[src/rtl/pb_mode_ctrl.sv]
// pb_mode_ctrl
// Push-button assist-level controller for the e-bike assist selector.
// One raw active-low button is synchronised, debounced and classified:
// a short press (released before the long threshold) advances the assist
// setting, and a long press forces the setting to 0. The setting index and
// a torque-scale value looked up from it are driven to the assist datapath.
//
// Ports:
//   clk         system clock
//   rst_n       asynchronous active-low reset
//   pb_n        raw button, asynchronous, active-low (0 = pressed)
//   en          1 = button accepted; 0 = presses ignored, setting held
//   setting     current assist setting index
//   scale       torque scale for the current setting (combinational)
//   short_press one-cycle pulse when a short press is released
//   long_press  one-cycle pulse when the long-hold threshold is reached
module pb_mode_ctrl #(
    parameter int  NUM_LVL  = 4,
    parameter int  RST_LVL  = 2,
    parameter int  SCALE_W  = 3,
    parameter int  DBNC_CYC = 4,
    parameter int  LONG_CYC = 20,
    parameter int  WRAP     = 1,
    localparam int LVL_W    = (NUM_LVL > 2) ? $clog2(NUM_LVL) : 1
) (
    input  logic               clk,
    input  logic               rst_n,
    input  logic               pb_n,
    input  logic               en,
    output logic [LVL_W-1:0]   setting,
    output logic [SCALE_W-1:0] scale,
    output logic               short_press,
    output logic               long_press
);

    localparam int DB_W   = $clog2(DBNC_CYC + 1);
    localparam int HOLD_W = $clog2(LONG_CYC + 1);
    // Product width for the scale table; one spare bit so the rounding
    // addend (den-1) can never overflow the intermediate.
    localparam int PW     = LVL_W + SCALE_W + 1;
    localparam int LUT_N  = 2 ** LVL_W;
    localparam logic [LVL_W-1:0] TOP_LVL = LVL_W'(NUM_LVL - 1);

    typedef enum logic [1:0] {
        IDLE      = 2'd0,
        PRESSED   = 2'd1,
        LONG_HELD = 2'd2
    } state_t;

    // ------------------------------------------------------------------
    // State
    // ------------------------------------------------------------------
    logic [1:0]        sync_q,    sync_d;
    logic              pb_db_q,   pb_db_d;
    logic [DB_W-1:0]   db_cnt_q,  db_cnt_d;
    state_t            state_q,   state_d;
    logic [HOLD_W-1:0] hold_q,    hold_d;
    logic [LVL_W-1:0]  setting_q, setting_d;
    logic              short_q,   short_d;
    logic              long_q,    long_d;

    logic              pb_s;
    logic [LVL_W-1:0]  next_lvl;

    // ------------------------------------------------------------------
    // Synchroniser: two flops, reset to the released level
    // ------------------------------------------------------------------
    assign sync_d = {sync_q[0], pb_n};
    assign pb_s   = sync_q[1];

    // ------------------------------------------------------------------
    // Debounce: pb_db only follows pb_s after DBNC_CYC consecutive
    // differing cycles; any agreeing cycle restarts the count.
    // ------------------------------------------------------------------
    always_comb begin
        db_cnt_d = '0;
        pb_db_d  = pb_db_q;
        if (pb_s != pb_db_q) begin
            if (db_cnt_q == DB_W'(DBNC_CYC - 1)) begin
                pb_db_d = pb_s;
            end else begin
                db_cnt_d = db_cnt_q + 1'b1;
            end
        end
    end

    // ------------------------------------------------------------------
    // Setting advance with wrap / saturate at the top level
    // ------------------------------------------------------------------
    always_comb begin
        next_lvl = setting_q + 1'b1;
        if (setting_q == TOP_LVL) begin
            next_lvl = (WRAP != 0) ? '0 : setting_q;
        end
    end

    // ------------------------------------------------------------------
    // Press classifier FSM. Dropping en always returns to IDLE, so a
    // button still held when en comes back is seen as a fresh press.
    // Release is tested before the long threshold so a coincident
    // release counts as a short press.
    // ------------------------------------------------------------------
    always_comb begin
        state_d   = state_q;
        hold_d    = hold_q;
        setting_d = setting_q;
        short_d   = 1'b0;
        long_d    = 1'b0;
        if (!en) begin
            state_d = IDLE;
        end else begin
            case (state_q)
                IDLE: begin
                    if (!pb_db_q) begin
                        state_d = PRESSED;
                        hold_d  = '0;
                    end
                end
                PRESSED: begin
                    hold_d = hold_q + 1'b1;
                    if (pb_db_q) begin
                        state_d   = IDLE;
                        short_d   = 1'b1;
                        setting_d = next_lvl;
                    end else if (hold_q == HOLD_W'(LONG_CYC - 1)) begin
                        state_d   = LONG_HELD;
                        long_d    = 1'b1;
                        setting_d = '0;
                    end
                end
                LONG_HELD: begin
                    if (pb_db_q) begin
                        state_d = IDLE;
                    end
                end
                default: state_d = IDLE;
            endcase
        end
    end

    always_ff @(posedge clk or negedge rst_n) begin
        if (!rst_n) begin
            sync_q    <= 2'b11;
            pb_db_q   <= 1'b1;
            db_cnt_q  <= '0;
            state_q   <= IDLE;
            hold_q    <= '0;
            setting_q <= LVL_W'(RST_LVL);
            short_q   <= 1'b0;
            long_q    <= 1'b0;
        end else begin
            sync_q    <= sync_d;
            pb_db_q   <= pb_db_d;
            db_cnt_q  <= db_cnt_d;
            state_q   <= state_d;
            hold_q    <= hold_d;
            setting_q <= setting_d;
            short_q   <= short_d;
            long_q    <= long_d;
        end
    end

    // ------------------------------------------------------------------
    // Scale table: ceil(lvl * (2^SCALE_W - 1) / (NUM_LVL - 1)), folded
    // to constants at elaboration. Unused index codes read as 0.
    // ------------------------------------------------------------------
    function automatic logic [SCALE_W-1:0] calc_scale(input int lvl);
        logic [PW-1:0] num;
        logic [PW-1:0] den;
        logic [PW-1:0] quo;
        num = PW'(lvl) * ((PW'(1) << SCALE_W) - PW'(1));
        den = PW'(NUM_LVL - 1);
        quo = (num + den - PW'(1)) / den;
        return quo[SCALE_W-1:0];
    endfunction

    logic [SCALE_W-1:0] scale_lut [LUT_N];

    for (genvar i = 0; i < LUT_N; i++) begin : g_lut
        if (i < NUM_LVL) begin : g_used
            localparam logic [SCALE_W-1:0] S_VAL = calc_scale(i);
            assign scale_lut[i] = S_VAL;
        end else begin : g_unused
            assign scale_lut[i] = '0;
        end
    end

    assign setting     = setting_q;
    assign scale       = scale_lut[setting_q];
    assign short_press = short_q;
    assign long_press  = long_q;

endmodule

[config.mk]
export PLATFORM = sky130hd
export DESIGN_NAME = pb_mode_ctrl
export DESIGN_NICKNAME = d
export VERILOG_FILES = /design/src/rtl/pb_mode_ctrl.sv
export SDC_FILE = /design/constraint.sdc
export NUM_CORES = 1
export LEC_CHECK = 0
export BUFFER_PORTS_ARGS = -buffer_cell sky130_fd_sc_hd__buf_2
export CORE_MARGIN = 2
export CORE_UTILIZATION = 48
export DETAILED_ROUTE_END_ITERATION = 10
export GPL_ROUTABILITY_DRIVEN = 0
export PLACE_DENSITY = 0.71
export SLEW_MARGIN = 20
export SYNTH_ARGS = -nofsm -noshare
export SYNTH_HDL_FRONTEND = slang
export SYNTH_SLANG_ARGS = --single-unit
[constraint.sdc]
create_clock -name clk -period 1.3 [get_ports clk]
set_input_delay 0 -clock clk [delete_from_list [all_inputs] [get_ports clk]]
set_output_delay 0 -clock clk [all_outputs]
set_load 0.005 [all_outputs]
# ---- Word level (Yosys, flattened, before mapping)
# Cells that the tools add are included.
dict set report totals {
  output_inout_bits 7
  word_cells 53
  romBits 0
  latchBits 0
  regBits 17
  n_memories 0
  mem_bits_rw 0
}
dict set report classes {
  shift 0
  addsub 3
  muxes 23
  multipliers 0
  reduce_logical 7
  n_eq_ne 10
  bitwise_logic 1
  order_cmp 1
  div_mod_pow 0
}
# op n
set op_table {}
lappend op_table {{2-bit two-way mux} 8}
lappend op_table {{3-bit two-way mux} 4}
lappend op_table {{5-bit one-hot mux with 2 select lines} 1}
lappend op_table {{3-bit AND reduction} 3}
lappend op_table {{1-bit two-way mux} 7}
lappend op_table {{3-bit binary-select mux with 2-bit select} 1}
lappend op_table {{3-bit inequality test, second input constant} 2}
lappend op_table {{2-bit one-hot mux with 3 select lines} 1}
lappend op_table {{5-bit by 1-bit adder with 5-bit output, second input constant} 1}
lappend op_table {{5-bit == test, second input constant} 1}
lappend op_table {{5-bit two-way mux} 1}
lappend op_table {{2-bit == test, second input constant} 2}
lappend op_table {{4-bit inequality test, second input constant} 1}
lappend op_table {{2-bit nonzero test} 2}
lappend op_table {{3-bit by 1-bit adder with 3-bit output, second input constant} 1}
lappend op_table {{3-bit by 2-bit == test with 1-bit output, second input constant} 1}
lappend op_table {{3-bit greater-or-equal comparator, second input constant} 1}
lappend op_table {{2-bit NOT with 3-bit output} 1}
lappend op_table {{2-bit by 1-bit adder with 2-bit output, second input constant} 1}
lappend op_table {{2-bit by 1-bit == test with 1-bit output, second input constant} 1}
lappend op_table {{2-bit zero test} 1}
lappend op_table {{2-bit inequality test, second input constant} 1}
lappend op_table {{2-bit AND reduction} 1}
lappend op_table {{1-bit inequality test} 1}

# ---- Logic depth before layout (Yosys ltp)
# Gate-level depths: netlist of run 1.
dict set report depth {
  ltp_word 5
  mapped_depth 4
  depth_no_buf 4
}

# ---- Least setup slack after synthesis of run 1
# Ideal clock, no wire load.
dict set report synth_timing {
  path_type {register to register}
  startpoint {register state_q[1]}
  endpoint {register hold_q[3]}
  required_time_ns 1.223
  t_arrival_ns 1.237
  setup_ns 0.077
  setup_slack_ns -0.015
  path_stages_with_launch 5
  path_cell_list {dfrtp_1 > nand2b_4 > buf_6 > or4_1 > a21oi_1}
}
dict set report synth_via {
  elab_chain_len 3
  elab_cells_between_ends 6
}
# element line_no
set synth_rtl {}
lappend synth_rtl {{from (decl)} 56} ;# state_t state_q, state_d;
lappend synth_rtl {{from (signal assigned)} 155} ;# state_q <= state_d;
lappend synth_rtl {{2-bit by 1-bit == test with 1-bit output / 2-bit zero test (equally long branches)} 112} ;# case (state_q)
lappend synth_rtl {{2-bit nonzero test (no line) / 2-bit inequality test (equally long branches)} n/a}
lappend synth_rtl {{3-bit AND reduction (no line)} n/a}
lappend synth_rtl {{to (signal assigned)} 156} ;# hold_q <= hold_d;
lappend synth_rtl {{to (decl)} 57} ;# logic [HOLD_W-1:0] hold_q, hold_d;
# Parallel ways exist; a longest one is shown, timed or not.
# A chain may end at the register's enable or synchronous reset.

# ---- Worst setup path in the final report of run 1
dict set report layout_timing {
  startpoint {register state_q[0]}
  endpoint {register hold_q[2]}
}
# The elaborated chain is that of the path after synthesis.

==> results of run 1 <==
## final timing paths
| check | start | to | cells after the start |
|---|---|---|---|
| setup / recovery | state_q[0] | hold_q[2] | 3 |
| hold / removal | en | state_q[1] | 2 |
| setup reg to reg | state_q[0] | hold_q[2] | 3 |
| hold reg to reg | sync_q[0] | sync_q[1] | 0 |
| max in group asynchronous | rst_n | pb_db_q | 2 |
| min in group asynchronous | rst_n | state_q[1] | 2 |
## state kept, by name, summed over array words and instances (netlist names)
name and flops:
long_press 1, short_press 1, setting 2, state_q 2
db_cnt_q 3, sync_q 2, hold_q 5, pb_db_q 1
## synth_stat cells, types with 3 or more instances
| library cell | count | area, um2 |
|---|---|---|
| nor3b_1 | 3 | 22.5 |
| or4_1 | 3 | 22.5 |
| ha_1 | 4 | 50.1 |
| inv_1 | 4 | 15.0 |
| dfrtp_1 | 13 | 325 |
| dfstp_2 | 4 | 105 |
| a22o_1 | 3 | 26.3 |
| a21oi_1 | 4 | 20.0 |
| o31ai_1 | 3 | 22.5 |
## per-stage QoR
stage | worst slack, ns | instance area, um2 | util (%) | std cells | TNS, ns
after floorplan | 0.00224 | 808 | - | 66 | 0
after global placement | -0.00397 | 871 | 56.5 | 92 | -0.00397
after detailed placement | -0.0297 | 871 | 56.5 | 92 | -0.0659
after CTS | 0.00317 | 932 | 60.5 | 99 | 0
after global routing | -0.0593 | 973 | 63.1 | 100 | -0.154
final | 0.00251 | 973 | 63.1 | 100 | 0
## layout make-up
cell class	count	area, um2	area share, %
inverters	4	15.0	1.54
multi-input cells	41	362	37.1
repair buffers	18	119	12.2
flip-flops and latches	17	430	44.2
clock inverters	1	5.00	0.514
clock buffers	3	22.5	2.31
well taps	16	20.0	2.06
## routing by layer
metal	up-vias	track usage [%]
met1	266	18.1
met4	0	10.6
met2	10	26.3
met3	2	3.60
li1	266	-
met5	-	0
## report_power, final
group	internal (mW)	leakage [nW]	switching, mW
Clock	0.114	0.0177	0.157
Combinational	0.357	0.220	0.291
Sequential	0.674	0.216	0.101
Total	1.15	0.454	0.550
## critical path, stage by stage (launching register included)
cell	delay, ns
dfrtp_1	0.38
and2b_4	0.22
or4_4	0.52
a21oi_2	0.12
## what timing repair did
action | 4_1_cts | 5_1_grt
setup buffers | 1 | 1
hold buffers | 2 | 0
pin swaps | 3 | 4
resized for setup | 3 | 8
setup endpoints to repair | 3 | 5
cloned | 0 | 0
hold endpoints to repair | 18 | 0
## cells by family after synthesis
kind of cell    count (synthesis)
flops                          17
mux                             2
compound gates                 12
buf+inv                         8
fa+ha+maj                       4
simple gates                   22
xor+xnor                        1
==> results_tabular.tex, run 1 <==
\begin{tabular}{lr}
\hline
Metric & Value \\
\hline
\multicolumn{2}{l}{\textbf{Clock tree}} \\
Maximum clock path buffer count & 2 \\
Root Buffer Master & clkbuf\_4 \\
Clock Sinks & 17 \\
CTS tree & built \\
Depth of the CTS H-tree & 1 \\
CTS buffer count & 3 \\
Clock insertion delay at the later pin of the skew report & 0.28 ns \\
Clock-pin slew of the registers on the worst-case setup and hold paths & 0.10 ns \\
\multicolumn{2}{l}{\textbf{Detailed routing}} \\
Routed length on met3 & 40 um \\
Final wirelength & 1290 um \\
Wire length on met1 & 594 um \\
Detail Route Antenna Nets & 0 \\
First DRT Iteration DRCs & 2 \\
Total vias in the final route & roughly 540 \\
Met2 Routed Length & 626 um \\
Number of vias per cell & 5.44 \\
Residual DRC & 0 \\
Top routing layer in use & met4 \\
Average wire per standard cell & $\sim$13 um \\
Pre-Repair DR Iteration Count & 4 \\
\multicolumn{2}{l}{\textbf{Hold path}} \\
Tightest Hold Check Type & in -> reg \\
\multicolumn{2}{l}{\textbf{Synthesis}} \\
Count of distinct cell types in the synthesized netlist & 28 \\
Number of nets in the synthesized netlist & 74 \\
Most used DFF post-synth & dfrtp\_1 \\
Number of warnings issued by yosys & 0 \\
Post-synthesis area per instance & 12.2 um2 \\
Share of cell area taken by muxes after synthesis & 2.79\% \\
Cell area after synthesis & 808 um2 \\
Dominant combinational cell family by area after synthesis & simple AND/OR/NAND/NOR gates \\
Post-synthesis cell count & 66 \\
Adder-Cell Fraction of Synth Area & 6.19\% \\
Sequential fraction of the synthesis area & roughly 53\% \\
Share of flip-flops with an asynchronous set or reset & 100\% \\
Synthesized flop and latch total & 17 \\
Fraction of the mapped netlist area in compound gates & 10.1\% \\
XOR/XNOR share of the synthesized area & 1.08\% \\
Post-synth EDFFs & 0 \\
Simple-gate portion of the synthesized area & approximately 20\% \\
\multicolumn{2}{l}{\textbf{Die}} \\
Core Region & 0.00154 mm2 \\
Row count & 14 \\
Starting Density & 52.4\% \\
Die footprint & 0.00203 mm2 \\
Height of the die & 45.0 um \\
Number of ports placed on the die boundary & 11 \\
Die Span X & around 45 um \\
\multicolumn{2}{l}{\textbf{Global route}} \\
Total GRT Usage & 15.9\% \\
Global-route wire length before repair & 2240 um \\
Largest net degree at the start of global routing & 18 \\
GRT overflow & 0 \\
Via count of the first global-routing pass & 553 \\
Number of antenna violations at the first check in global routing & 0 \\
\multicolumn{2}{l}{\textbf{Place}} \\
DP HPWL & 920 um \\
Number of port buffers & 10 \\
\multicolumn{2}{l}{\textbf{STA}} \\
Setup repair after global routing missed its margin & true \\
Final Max Tran Viols & 0 \\
Final hold violations & 0 \\
Post-route clock skew & 0.00283 ns \\
Relative slew margins & 69.1\% \\
Min Clock Period, post-route & roughly 1.3 ns \\
Worst hold slack across all endpoints & 0.00899 ns \\
Worst Max-Slew Pin Slew & about 0.46 ns \\
FMAX & 771 MHz \\
Setup Viol. Count Final & 0 \\
Tcrit/Tclk final & around 100\% \\
\multicolumn{2}{l}{\textbf{Final layout}} \\
Number of nets at the end of the flow & 93 \\
Top library cells by usage in the layout, fill and taps aside & dfrtp\_1, buf\_2, buf\_4 \\
Filler Cells Inserted & around 130 \\
Commonest non-fill, non-tap cell in the layout & dfrtp\_1 \\
Share of layout cells above drive strength 1 & between 40\% and 50\% \\
Relative area change from synthesis to final layout & 20.4\% \\
Antenna diode instance count & 0 \\
\multicolumn{2}{l}{\textbf{Setup path}} \\
Worst Path Arrival & roughly 1.5 ns \\
Crit. End Element & flip-flop \\
Data required time of the worst path & 1.52 ns \\
Critical path type & reg -> reg \\
Startpoint type of the worst setup path & flip-flop \\
Highest net fanout along the worst path & 7 \\
Setup slack, reg-to-reg & 0.003 ns \\
\multicolumn{2}{l}{\textbf{Pwr}} \\
Total power & roughly 1.7 mW \\
Leak & between 0.4 and 0.5 nW \\
Power density over the cells & 1740 mW/mm2 \\
Maximum vdd ir drop & 0.904 mV \\
\multicolumn{2}{l}{\textbf{Status}} \\
Run status & complete, no violations \\
\multicolumn{2}{l}{\textbf{Job}} \\
Max-capacitance violation count & 0 \\
\hline
\end{tabular}
Note: power is estimated with default switching activity, not from simulation.
==> run 2: changes to the inputs <==
Settings changed: CELL_PAD_IN_SITES_DETAIL_PLACEMENT set to 2, CELL_PAD_IN_SITES_GLOBAL_PLACEMENT set to 2, CORE_UTILIZATION 48 to 33, PLACE_DENSITY 0.71 to not set, PLACE_DENSITY_LB_ADDON set to 0.1.
==> results_tabular.tex, run 2 (synthesis gave the netlist of run 1 again) <==
\begin{tabular}{lr}
\hline
Metric & Value \\
\hline
\multicolumn{2}{l}{\textbf{Die}} \\
Row count & 17 (+3) \\
Die Span X & 53.5 um (+19\%) \\
Die footprint & 0.00286 mm2 (+41\%) \\
Height of the die & 53.5 um (+19\%) \\
Number of ports placed on the die boundary & 11 (unchanged) \\
Starting Density & 35.8\% (-17 points) \\
Core Region & 0.00225 mm2 (+46\%) \\
\multicolumn{2}{l}{\textbf{Pwr}} \\
Maximum vdd ir drop & 1.02 mV (+13\%) \\
Leak & 0.482 nW (+6.0\%) \\
Power density over the cells & 1750 mW/mm2 (+0.23\%) \\
\multicolumn{2}{l}{\textbf{STA}} \\
Relative slew margins & 72.7\% (+3.6 points) \\
Total Negative Setup Slacks & -0.0288 ns (-0.0288 ns) \\
Setup repair after global routing missed its margin & true \\
Setup Viol. Count Final & 1 (+1) \\
Worst Max-Slew Pin Slew & 0.410 ns (-0.0498 ns) \\
Min Clock Period, post-route & 1.33 ns (+0.0313 ns) \\
Final Max Tran Viols & 0 (unchanged) \\
Final hold violations & 0 (unchanged) \\
Post-route clock skew & 0.00221 ns (-0.000614 ns) \\
Worst setup slack after layout & -0.0288 ns (-0.0313 ns) \\
FMAX & 753 MHz (-2.4\%) \\
Tcrit/Tclk final & 102\% (+2.4 points) \\
\multicolumn{2}{l}{\textbf{Final layout}} \\
Antenna diode instance count & 0 (unchanged) \\
Number of flip-flops in the largest register & 5 (unchanged) \\
Most flop-heavy register & hold\_q \\
Flip-flop and latch area & 430 um2 (unchanged) \\
Top library cells by usage in the layout, fill and taps aside & dfrtp\_1, buf\_2, buf\_4 \\
Share of layout cells above drive strength 1 & 52.8\% (+4.0 points) \\
Largest registers & hold\_q: 5 flops, db\_cnt\_q: 3 flops \\
Multi-input logic area & 378 um2 (+4.5\%) \\
Relative area change from synthesis to final layout & 28.8\% \\
Number of nets at the end of the flow & 98 (+5.4\%) \\
Filler Cells Inserted & 250 (+100\%) \\
Commonest non-fill, non-tap cell in the layout & dfrtp\_1 \\
Non-filler instance count after layout & 117 (+17\%) \\
\multicolumn{2}{l}{\textbf{Status}} \\
Failing checks & setup timing \\
Run status & finished, violations left \\
\multicolumn{2}{l}{\textbf{Setup path}} \\
Crit. End Element & flip-flop \\
Cell count of the worst reg-to-reg path & 5 (+2) \\
Critical path type & reg -> reg \\
Slowest CP cell & or4\_4 \\
Startpoint type of the worst setup path & flip-flop \\
Critical register-to-register path startpoint & hold\_q[0] \\
R2R Path End & hold\_q[3] \\
Worst setup path endpoint & hold\_q[3] \\
Launching element of the worst setup path & hold\_q[0] \\
Worst Path Arrival & 1.56 ns (+0.04 ns) \\
Logic depth of the worst setup path including buffers & 5 (+2) \\
Highest net fanout along the worst path & 2 (-5) \\
Cell chain of the critical path & buf\_4 > buf\_4 > nand3\_2 > or4\_4 > a21oi\_2 \\
Most prevalent standard cell on the critical path & buf\_4 \\
Biggest cell delay along the critical path & 0.43 ns (-0.09 ns) \\
Data required time of the worst path & 1.53 ns (about the same) \\
Cell family with most CP delay & simple AND/OR/NAND/NOR gates \\
Crit path buffers/inverters & 2 (+2) \\
Setup slack, reg-to-reg & -0.03 ns (-0.03 ns) \\
\multicolumn{2}{l}{\textbf{Global route}} \\
Total GRT Usage & 15.6\% (-0.29 points) \\
Number of antenna violations at the first check in global routing & 0 (unchanged) \\
GRT overflow & 0 (unchanged) \\
Via count of the first global-routing pass & 606 (+9.6\%) \\
Largest net degree at the start of global routing & 18 (unchanged) \\
Global-route wire length before repair & 3010 um (+34\%) \\
\multicolumn{2}{l}{\textbf{Clock tree}} \\
Clock-pin slew of the registers on the worst-case setup and hold paths & 0.10 ns (about the same) \\
Maximum clock path buffer count & 2 (unchanged) \\
Depth of the CTS H-tree & 1 (unchanged) \\
CTS tree & built \\
Clock Sinks & 17 (unchanged) \\
Clock insertion delay at the later pin of the skew report & 0.29 ns (about the same) \\
CTS buffer count & 3 (unchanged) \\
Root Buffer Master & clkbuf\_4 \\
\multicolumn{2}{l}{\textbf{Detailed routing}} \\
Pre-Repair DR Iteration Count & 2 (-2) \\
Detail Route Antenna Nets & 0 (unchanged) \\
Average wire per standard cell & 16.1 um (+25\%) \\
Residual DRC & 0 (unchanged) \\
Final wirelength & 1880 um (+46\%) \\
Number of vias per cell & 4.99 (-8.2\%) \\
Total vias in the final route & 584 (+7.4\%) \\
First DRT Iteration DRCs & 1 (-1) \\
\multicolumn{2}{l}{\textbf{Place}} \\
Placed instance count & 105 (+14\%) \\
Number of port buffers & 10 (unchanged) \\
\multicolumn{2}{l}{\textbf{Hold path}} \\
Tightest Hold Check Type & in -> async \\
\multicolumn{2}{l}{\textbf{Job}} \\
Max-capacitance violation count & 0 (unchanged) \\
\hline
\end{tabular}
run 2: area by class of cell:
class	count	area share, %
flip-flops and latches	17	41.3
multi-input cells	41	36.3
repair buffers	23	14.9
well taps	28	3.37
clock buffers	3	2.16
inverters	4	1.44
clock inverters	1	0.481
run 2: repair_timing:
item                       4_1_cts  5_1_grt
hold endpoints to repair        19        0
cloned                           0        0
pin swaps                        3        1
setup endpoints to repair        4        6
hold buffers                     3        0
gates resized for setup          2       11
buffers inserted                 3        2
run 2: worst min-delay path by stage:
stage,from,end,cells past startpoint
after CTS,rst_n,short_press,2
final,rst_n,short_press,2
after global routing,rst_n,setting[0],2
after global placement,rst_n,setting[0],1
after floorplan,rst_n,db_cnt_q[0],0
after detailed placement,rst_n,short_press,1
run 2: power by group:
group | leakage, nW | total, mW | internal, mW | switching, mW
registers | 0.216 | 0.785 | 0.674 | 0.111
logic | 0.248 | 0.740 | 0.405 | 0.335
clock network | 0.0177 | 0.293 | 0.115 | 0.178
run 2: metal layers:
| layer | vias up | global-route usage (%) | routed length [um] | part of all wire [%] |
|---|---|---|---|---|
| li1 | 281 | - | - | - |
| met1 | 289 | 19.9 | 894 | 48 |
| met2 | 10 | 24.5 | 906 | 48 |
| met3 | 4 | 2.54 | 46 | 2.4 |
| met4 | 0 | 8.97 | 31 | 1.6 |
| met5 | - | 0 | 0 | 0 |
run 2: through the flow:
stage | power, mW | hold slack [ns] | worst slack [ns] | cell area [um2] | util, %
2_1_floorplan | 1.18 | -0.296 | 0.00224 | 808 | -
3_3_place_gp | 1.36 | -0.0524 | -0.0481 | 893 | 39.6
3_5_place_dp | 1.39 | -0.0437 | -0.0598 | 893 | 39.6
4_1_cts | 1.73 | 0.158 | 0.00665 | 976 | 43.3
5_1_grt | 1.97 | 0.185 | -0.0807 | 1040 | 46.2
6_report | 1.82 | 0.151 | -0.0288 | 1040 | 46.2
